===== src/rtl/regfile_wb_scheduler_pkg.sv =====
`default_nettype none
// ============================================================================
// Module      : regfile_wb_scheduler_pkg
// Description : Shared constants and helpers for the register-file write-back
//               scheduler: bank encodings, source indices, zero registers.
// Revision    : 1.0 - initial release
// ============================================================================
package regfile_wb_scheduler_pkg;

    // Destination bank encodings (2'b11 is folded onto RF_NONE)
    localparam logic [1:0] RF_NONE = 2'b00;
    localparam logic [1:0] RF_INT  = 2'b01;
    localparam logic [1:0] RF_FPU  = 2'b10;

    // Write-back source indices on the wb_* vectors
    localparam int SRC_ALU = 0;
    localparam int SRC_FPU = 1;
    localparam int SRC_MEM = 2;
    localparam int NUM_SRC = 3;

    // Hard-wired registers that never carry a scoreboard entry
    localparam logic [4:0] ZERO_INT = 5'd0;
    localparam logic [4:0] ZERO_FPU = 5'd30;

    // The unused 2'b11 bank code behaves exactly like "no destination"
    function automatic logic [1:0] rf_norm(input logic [1:0] rf);
        return (rf == 2'b11) ? RF_NONE : rf;
    endfunction

    // True when (bank, idx) names the zero register of that bank
    function automatic logic is_zero_reg(input logic [1:0] rf, input logic [4:0] idx);
        return ((rf == RF_INT) && (idx == ZERO_INT)) ||
               ((rf == RF_FPU) && (idx == ZERO_FPU));
    endfunction

endpackage
`default_nettype wire


===== src/rtl/regfile_wb_scheduler_rr_arbiter3.sv =====
`default_nettype none
// ============================================================================
// Module      : rr_arbiter3
// Description : Three-way round-robin arbiter. The search starts at the
//               pointer; a grant moves the pointer just past the winner.
// Revision    : 1.0 - initial release
// ============================================================================
module rr_arbiter3 (
    input  logic       clk,
    input  logic       rstn,
    input  logic [2:0] req,
    output logic [2:0] gnt
);

    logic [1:0] r_ptr;
    logic [2:0] w_gnt;

    // Pick the first requester at or after the pointer, wrapping around
    always_comb begin
        w_gnt = 3'b000;
        case (r_ptr)
            2'd1: begin
                if      (req[1]) w_gnt = 3'b010;
                else if (req[2]) w_gnt = 3'b100;
                else if (req[0]) w_gnt = 3'b001;
            end
            2'd2: begin
                if      (req[2]) w_gnt = 3'b100;
                else if (req[0]) w_gnt = 3'b001;
                else if (req[1]) w_gnt = 3'b010;
            end
            default: begin
                if      (req[0]) w_gnt = 3'b001;
                else if (req[1]) w_gnt = 3'b010;
                else if (req[2]) w_gnt = 3'b100;
            end
        endcase
    end

    // No grant may leak out while the pipeline is held in reset
    assign gnt = rstn ? w_gnt : 3'b000;

    // Advance the pointer to the source after the winner; idle keeps it
    always_ff @(posedge clk) begin
        if (!rstn) begin
            r_ptr <= 2'd0;
        end else if (gnt[0]) begin
            r_ptr <= 2'd1;
        end else if (gnt[1]) begin
            r_ptr <= 2'd2;
        end else if (gnt[2]) begin
            r_ptr <= 2'd0;
        end
    end

endmodule
`default_nettype wire


===== src/rtl/regfile_wb_scheduler.sv =====
`default_nettype none
// ============================================================================
// Module      : regfile_wb_scheduler
// Description : Arbitrates ALU/FPU/MEM write-backs onto the single register
//               file write port and keeps a per-register pending-write
//               scoreboard for both banks so decode can stall on hazards.
// Revision    : 1.0 - initial release
// ============================================================================
module regfile_wb_scheduler
    import regfile_wb_scheduler_pkg::*;
#(
    parameter int XLEN  = 32,
    parameter int RBITS = 5
) (
    input  logic                 clk,
    input  logic                 rstn,
    input  logic                 issue_valid_i,
    input  logic [RBITS-1:0]     issue_rd_i,
    input  logic [1:0]           issue_rf_i,
    input  logic [RBITS-1:0]     issue_rs1_i,
    input  logic [RBITS-1:0]     issue_rs2_i,
    input  logic                 issue_rs1_fpu_i,
    input  logic                 issue_rs2_fpu_i,
    output logic                 hazard_o,
    input  logic [2:0]           wb_valid_i,
    input  logic [3*RBITS-1:0]   wb_rd_i,
    input  logic [5:0]           wb_rf_i,
    input  logic [3*XLEN-1:0]    wb_data_i,
    output logic [2:0]           wb_ready_o,
    output logic [RBITS-1:0]     rd_wb,
    output logic [1:0]           regwrite_wb,
    output logic [XLEN-1:0]      write_data_register_wb,
    output logic [31:0]          busy_int_o,
    output logic [31:0]          busy_fpu_o,
    output logic                 err_o
);

    // ------------------------------------------------------------------
    // Arbitration and write-port capture
    // ------------------------------------------------------------------
    logic [2:0]       w_gnt;
    logic             w_xfer;
    logic [RBITS-1:0] w_sel_rd;
    logic [1:0]       w_sel_rf;
    logic [XLEN-1:0]  w_sel_data;

    logic [RBITS-1:0] r_rd_wb;
    logic [1:0]       r_regwrite;
    logic [XLEN-1:0]  r_wdata;

    rr_arbiter3 u_arb (
        .clk  (clk),
        .rstn (rstn),
        .req  (wb_valid_i),
        .gnt  (w_gnt)
    );

    assign wb_ready_o = w_gnt;
    assign w_xfer     = |w_gnt;

    // Steer the granted source's payload towards the write-port registers
    always_comb begin
        w_sel_rd   = '0;
        w_sel_rf   = RF_NONE;
        w_sel_data = '0;
        for (int i = 0; i < NUM_SRC; i++) begin
            if (w_gnt[i]) begin
                w_sel_rd   = wb_rd_i[i*RBITS +: RBITS];
                w_sel_rf   = rf_norm(wb_rf_i[2*i +: 2]);
                w_sel_data = wb_data_i[i*XLEN +: XLEN];
            end
        end
    end

    // Write port: enable pulses for one cycle per transfer, index/data hold
    always_ff @(posedge clk) begin
        if (!rstn) begin
            r_rd_wb    <= '0;
            r_regwrite <= RF_NONE;
            r_wdata    <= '0;
        end else if (w_xfer) begin
            r_rd_wb    <= w_sel_rd;
            r_regwrite <= w_sel_rf;
            r_wdata    <= w_sel_data;
        end else begin
            r_regwrite <= RF_NONE;
        end
    end

    assign rd_wb                  = r_rd_wb;
    assign regwrite_wb            = r_regwrite;
    assign write_data_register_wb = r_wdata;

    // ------------------------------------------------------------------
    // Scoreboard
    // ------------------------------------------------------------------
    logic [31:0] r_busy_int;
    logic [31:0] r_busy_fpu;
    logic        r_err;

    logic [1:0]  w_issue_rf;
    logic [31:0] w_wp_mask;
    logic [31:0] w_byp_int, w_byp_fpu;
    logic [31:0] w_avail_int, w_avail_fpu;
    logic        w_rs1_busy, w_rs2_busy, w_rd_busy;
    logic        w_set_en, w_clr_en;
    logic [31:0] w_set_int, w_set_fpu;
    logic [31:0] w_clr_int, w_clr_fpu;
    logic        w_err_hit;

    assign w_issue_rf = rf_norm(issue_rf_i);
    assign w_wp_mask  = 32'd1 << r_rd_wb;

    // The register sitting on the write port is bypassed by the register
    // file, so it no longer counts as pending for hazard purposes
    assign w_byp_int   = (r_regwrite == RF_INT) ? w_wp_mask : '0;
    assign w_byp_fpu   = (r_regwrite == RF_FPU) ? w_wp_mask : '0;
    assign w_avail_int = r_busy_int & ~w_byp_int;
    assign w_avail_fpu = r_busy_fpu & ~w_byp_fpu;

    assign w_rs1_busy = issue_rs1_fpu_i ? w_avail_fpu[issue_rs1_i] : w_avail_int[issue_rs1_i];
    assign w_rs2_busy = issue_rs2_fpu_i ? w_avail_fpu[issue_rs2_i] : w_avail_int[issue_rs2_i];
    assign w_rd_busy  = (w_issue_rf == RF_INT) ? w_avail_int[issue_rd_i] :
                        (w_issue_rf == RF_FPU) ? w_avail_fpu[issue_rd_i] : 1'b0;

    assign hazard_o = issue_valid_i & (w_rs1_busy | w_rs2_busy | w_rd_busy);

    // A new producer is only recorded when decode actually advances
    assign w_set_en  = issue_valid_i & ~hazard_o & (w_issue_rf != RF_NONE) &
                       ~is_zero_reg(w_issue_rf, issue_rd_i);
    assign w_set_int = (w_set_en && (w_issue_rf == RF_INT)) ? (32'd1 << issue_rd_i) : '0;
    assign w_set_fpu = (w_set_en && (w_issue_rf == RF_FPU)) ? (32'd1 << issue_rd_i) : '0;

    // The write committing this cycle retires its scoreboard entry
    assign w_clr_en  = (r_regwrite != RF_NONE) && !is_zero_reg(r_regwrite, r_rd_wb);
    assign w_clr_int = (w_clr_en && (r_regwrite == RF_INT)) ? w_wp_mask : '0;
    assign w_clr_fpu = (w_clr_en && (r_regwrite == RF_FPU)) ? w_wp_mask : '0;
    assign w_err_hit = (|(w_clr_int & ~r_busy_int)) | (|(w_clr_fpu & ~r_busy_fpu));

    // Clear then set, so a same-edge reissue keeps the register pending
    always_ff @(posedge clk) begin
        if (!rstn) begin
            r_busy_int <= '0;
            r_busy_fpu <= '0;
            r_err      <= 1'b0;
        end else begin
            r_busy_int <= (r_busy_int & ~w_clr_int) | w_set_int;
            r_busy_fpu <= (r_busy_fpu & ~w_clr_fpu) | w_set_fpu;
            if (w_err_hit) begin
                r_err <= 1'b1;
            end
        end
    end

    assign busy_int_o = r_busy_int;
    assign busy_fpu_o = r_busy_fpu;
    assign err_o      = r_err;

endmodule
`default_nettype wire


===== config.mk =====
export PLATFORM = sky130hd
export DESIGN_NAME = regfile_wb_scheduler
export DESIGN_NICKNAME = d
export VERILOG_FILES = /design/src/rtl/regfile_wb_scheduler_pkg.sv /design/src/rtl/regfile_wb_scheduler_rr_arbiter3.sv /design/src/rtl/regfile_wb_scheduler.sv
export SDC_FILE = /design/constraint.sdc
export NUM_CORES = 1
export LEC_CHECK = 0
export ABC_AREA = 1
export CAP_MARGIN = 10
export CORE_MARGIN = 1
export CORE_UTILIZATION = 35
export CTS_CLUSTER_SIZE = 24
export DETAILED_ROUTE_END_ITERATION = 16
export GPL_TIMING_DRIVEN = 0
export PLACE_DENSITY_LB_ADDON = 0.05
export RECOVER_POWER = 50
export SLEW_MARGIN = 20
export SYNTH_ARGS = -nofsm -noshare
export SYNTH_HDL_FRONTEND = slang
export SYNTH_HIERARCHICAL = 1
export SYNTH_SLANG_ARGS = --single-unit

===== constraint.sdc =====
create_clock -name clk -period 3.5 [get_ports clk]
set_clock_uncertainty 0.05 [all_clocks]
set_input_delay 0.875 -clock clk [delete_from_list [all_inputs] [get_ports clk]]
set_output_delay 0.875 -clock clk [all_outputs]
set_load 0.02 [all_outputs]

==> flow_summary.ini, run 1 <==
[route]
vias_per_cell = 6.08
antenna_left = 0
drt_iter0_drc = 1509
drt_wl_total_um = 45900
vias = 11700
drtPass1Iterations = 6
drc_errors = 0
drt-wirelength-per-cell_um = 23.8

[global_route]
overflow = 0
grtUsageTotal_pct = 36.9
grt_pass1_vias = 10500
grt_antenna_before_repair = 1
grt_pass1_wl_um = 65800
grt_max_degree = 21

[sta]
layout_setup_ws_ns = -0.120
finalSetupViolCount = 1
tns_ns = -0.120
finalCritPeriodShare_pct = 103
slew_headroom_pct = 39.8
rsz0062_at_grt = yes
slew_viol_final = 0
worst_slew_pin_slew_ns = 0.897
layout_min_cycle_time_ns = 3.62
hold_violations = 0
clock.fmax_mhz = 276

[clocking]
cts_tree = built
clockBufferDepth = 2
h-tree-depth = 3
clock-sinks = 106
root_buffer = clkbuf_16
cts_inserted_buffers = 9
hold_buffers = 0
insertion_delay_ns = 0.37
cts.clk_slew.worst_paths_ns = 0.08

[layout]
antenna_cells = 0
drive_above_1_share_pct = 17.8
fin_util_pct = 55.8
final_cells = 1933
finalNetCount = 1789
fill_cells = 2271
area_growth_pct = 55.6
layout_commonest_cell = nand2_1
layout_common_cells = nand2_1 (278), nand3_1 (256), clkdlybuf4s50_1 (210)

[power]
p_leak_nw = 4.62
powerDensity_nw_per_um2 = 298
p_total_mw = 3.77
peakVddDrop_uv = 226

[synth]
ys_types = 42
ys_async_sr_fraction_pct = 0
synthesis.nets = 1479
synthCells = 1333
synthFlopType = dfxtp_1
syn_area_um2 = 8140
yosysWarnings = 6
ys_seq_area_share_pct = 26.1
ys_ff_latch = 106
syn_avg_cell_area_um2 = 6.11
synth_edf_count = 0

[placement]
dp_hpwl_um = 35000
place_inst = 1858
dpl_worst_slack_ns = -1.52
io_buffers = 240
gp_congestion = 1.09

[setup_path]
reg2reg_from = regwrite_wb[1]
cp_max_fo = 9
crit_path_start = issue_rs2_i[2]
endpoint_kind = output port
ff2ff_setup_slack_ns = 0.20
start_kind = input port
criticalPathCategory = input port to output port
arrival_ns = 2.70
required_ns = 2.57

[floorplan]
core-area_um2 = 22700
ios = 250
rows = 55
die-area_um2 = 23900
die_y_um = 155
die_width_um = 155
start_util_pct = 35.9

[worst_hold_path]
hold_path_class = flop to flop
hold_start = err_o

[run_status]
violations = setup timing
status = finished, violations left

[job]
max-cap-violations = 0
==> worst max-delay path, cell delays in order <==
cell      delay [ns]
clkbuf_2        0.24
inv_1           0.51
nand3_1         0.22
nand2_2         0.13
nand2_1         0.06
nand3_1         0.08
nand3b_1        0.12
nand3_4         0.18
nor2_8          0.04
nor2_1          0.08
buf_4           0.14
==> stage by stage <==
stage                     area, um2  hold slack (ns)
after floorplan                8140            0.421
after global placement        10900            0.408
after detailed placement      10900            0.420
after CTS                     11600            0.440
after global routing          12700            0.459
final                         12700            0.430
==> logic make-up (layout without fill, tap and decap cells) <==
group | Yosys count | in the layout | synth area share [%]
AND/OR/NAND/NOR | 827 | 827 | 47.6
AO/OA/AOI/OAI | 199 | 199 | 15.2
buffers and inverters | 197 | 512 | 10.6
flip-flops | 106 | 106 | 26.1
adder cells (fa/ha/maj) | 4 | 4 | 0.615
==> area by class of cell <==
class	instances	area (um2)	share of cell area [%]
Multi-Input combinational cell	1030	5890	46.5
Timing Repair Buffer	302	2940	23.2
Sequential cell	106	2140	16.9
Buffer	101	646	5.10
Inverter	93	377	2.97
Tap cell	285	357	2.81
Clock buffer	9	225	1.78
Clock inverter	7	95.1	0.751
==> layer usage <==
metal	part of all wire, %	track usage, %	vias to the layer above
li1	-	-	5282
met1	40	50.4	5446
met2	42	55.4	869
met3	14	10.5	148
met4	3.9	12.4	2
met5	0.024	0	-
==> sequential cells by signal (all words and copies together) (netlist names) <==
name                    count
u_arb/r_ptr                 2
rd_wb                       5
regwrite_wb                 2
err_o                       1
busy_fpu_o                 32
write_data_register_wb     32
busy_int_o                 32
==> where the power goes <==
| part | internal (mW) | switching [mW] |
|---|---|---|
| logic | 0.538 | 0.808 |
| registers | 1.26 | 0.0371 |
| clock network | 0.579 | 0.545 |
==> synth_stat cells, types with 2 or more instances <==
cell / instances / area, um2
a22o_1: 30 / 263
nand2_2: 2 / 12.5
a31oi_1: 30 / 188
a2111oi_0: 2 / 17.5
o21ai_0: 26 / 130
buf_2: 10 / 50.1
dfxtp_1: 106 / 2120
ha_1: 4 / 50.1
nor2_4: 5 / 56.3
nand4_2: 2 / 25.0
nor2_1: 76 / 285
a21oi_1: 71 / 355
nor4_1: 6 / 37.5
or2_2: 4 / 25.0
o21ai_1: 7 / 35.0
nor2_2: 8 / 50.1
nand3_1: 310 / 1550
buf_6: 12 / 135
nor3_1: 18 / 90.1
o22ai_1: 15 / 93.8
buf_4: 5 / 37.5
inv_1: 81 / 304
inv_2: 7 / 26.3
nand4_1: 77 / 482
o31ai_1: 3 / 22.5
buf_1: 15 / 56.3
a221oi_1: 6 / 52.6
o221ai_1: 3 / 26.3
nand3_2: 5 / 50.1
clkbuf_1: 62 / 233
clkinv_1: 5 / 18.8
nand2_1: 310 / 1160
==> final timing paths <==
path                     to  cells past startpoint
min                   err_o                      2
min reg2reg           err_o                      2
max reg2reg  busy_fpu_o[18]                     19
max                hazard_o                     11
==> what timing repair did <==
| item | 4_1_cts | 5_1_grt |
|---|---|---|
| hold endpoints to repair | 0 | 0 |
| pin swaps | 11 | 66 |
| gates cloned | 0 | 2 |
| buffers inserted | 8 | 52 |
| setup endpoints to repair | 53 | 5 |
| resized for setup | 104 | 185 |
Power figures use the tool's default switching activity.
==> run 2: changes to the inputs <==
CORE_MARGIN = not set   (was 1)
==> results of run 2 <==
Same layout as run 1: the final DEF is identical, and so are final timing and power.
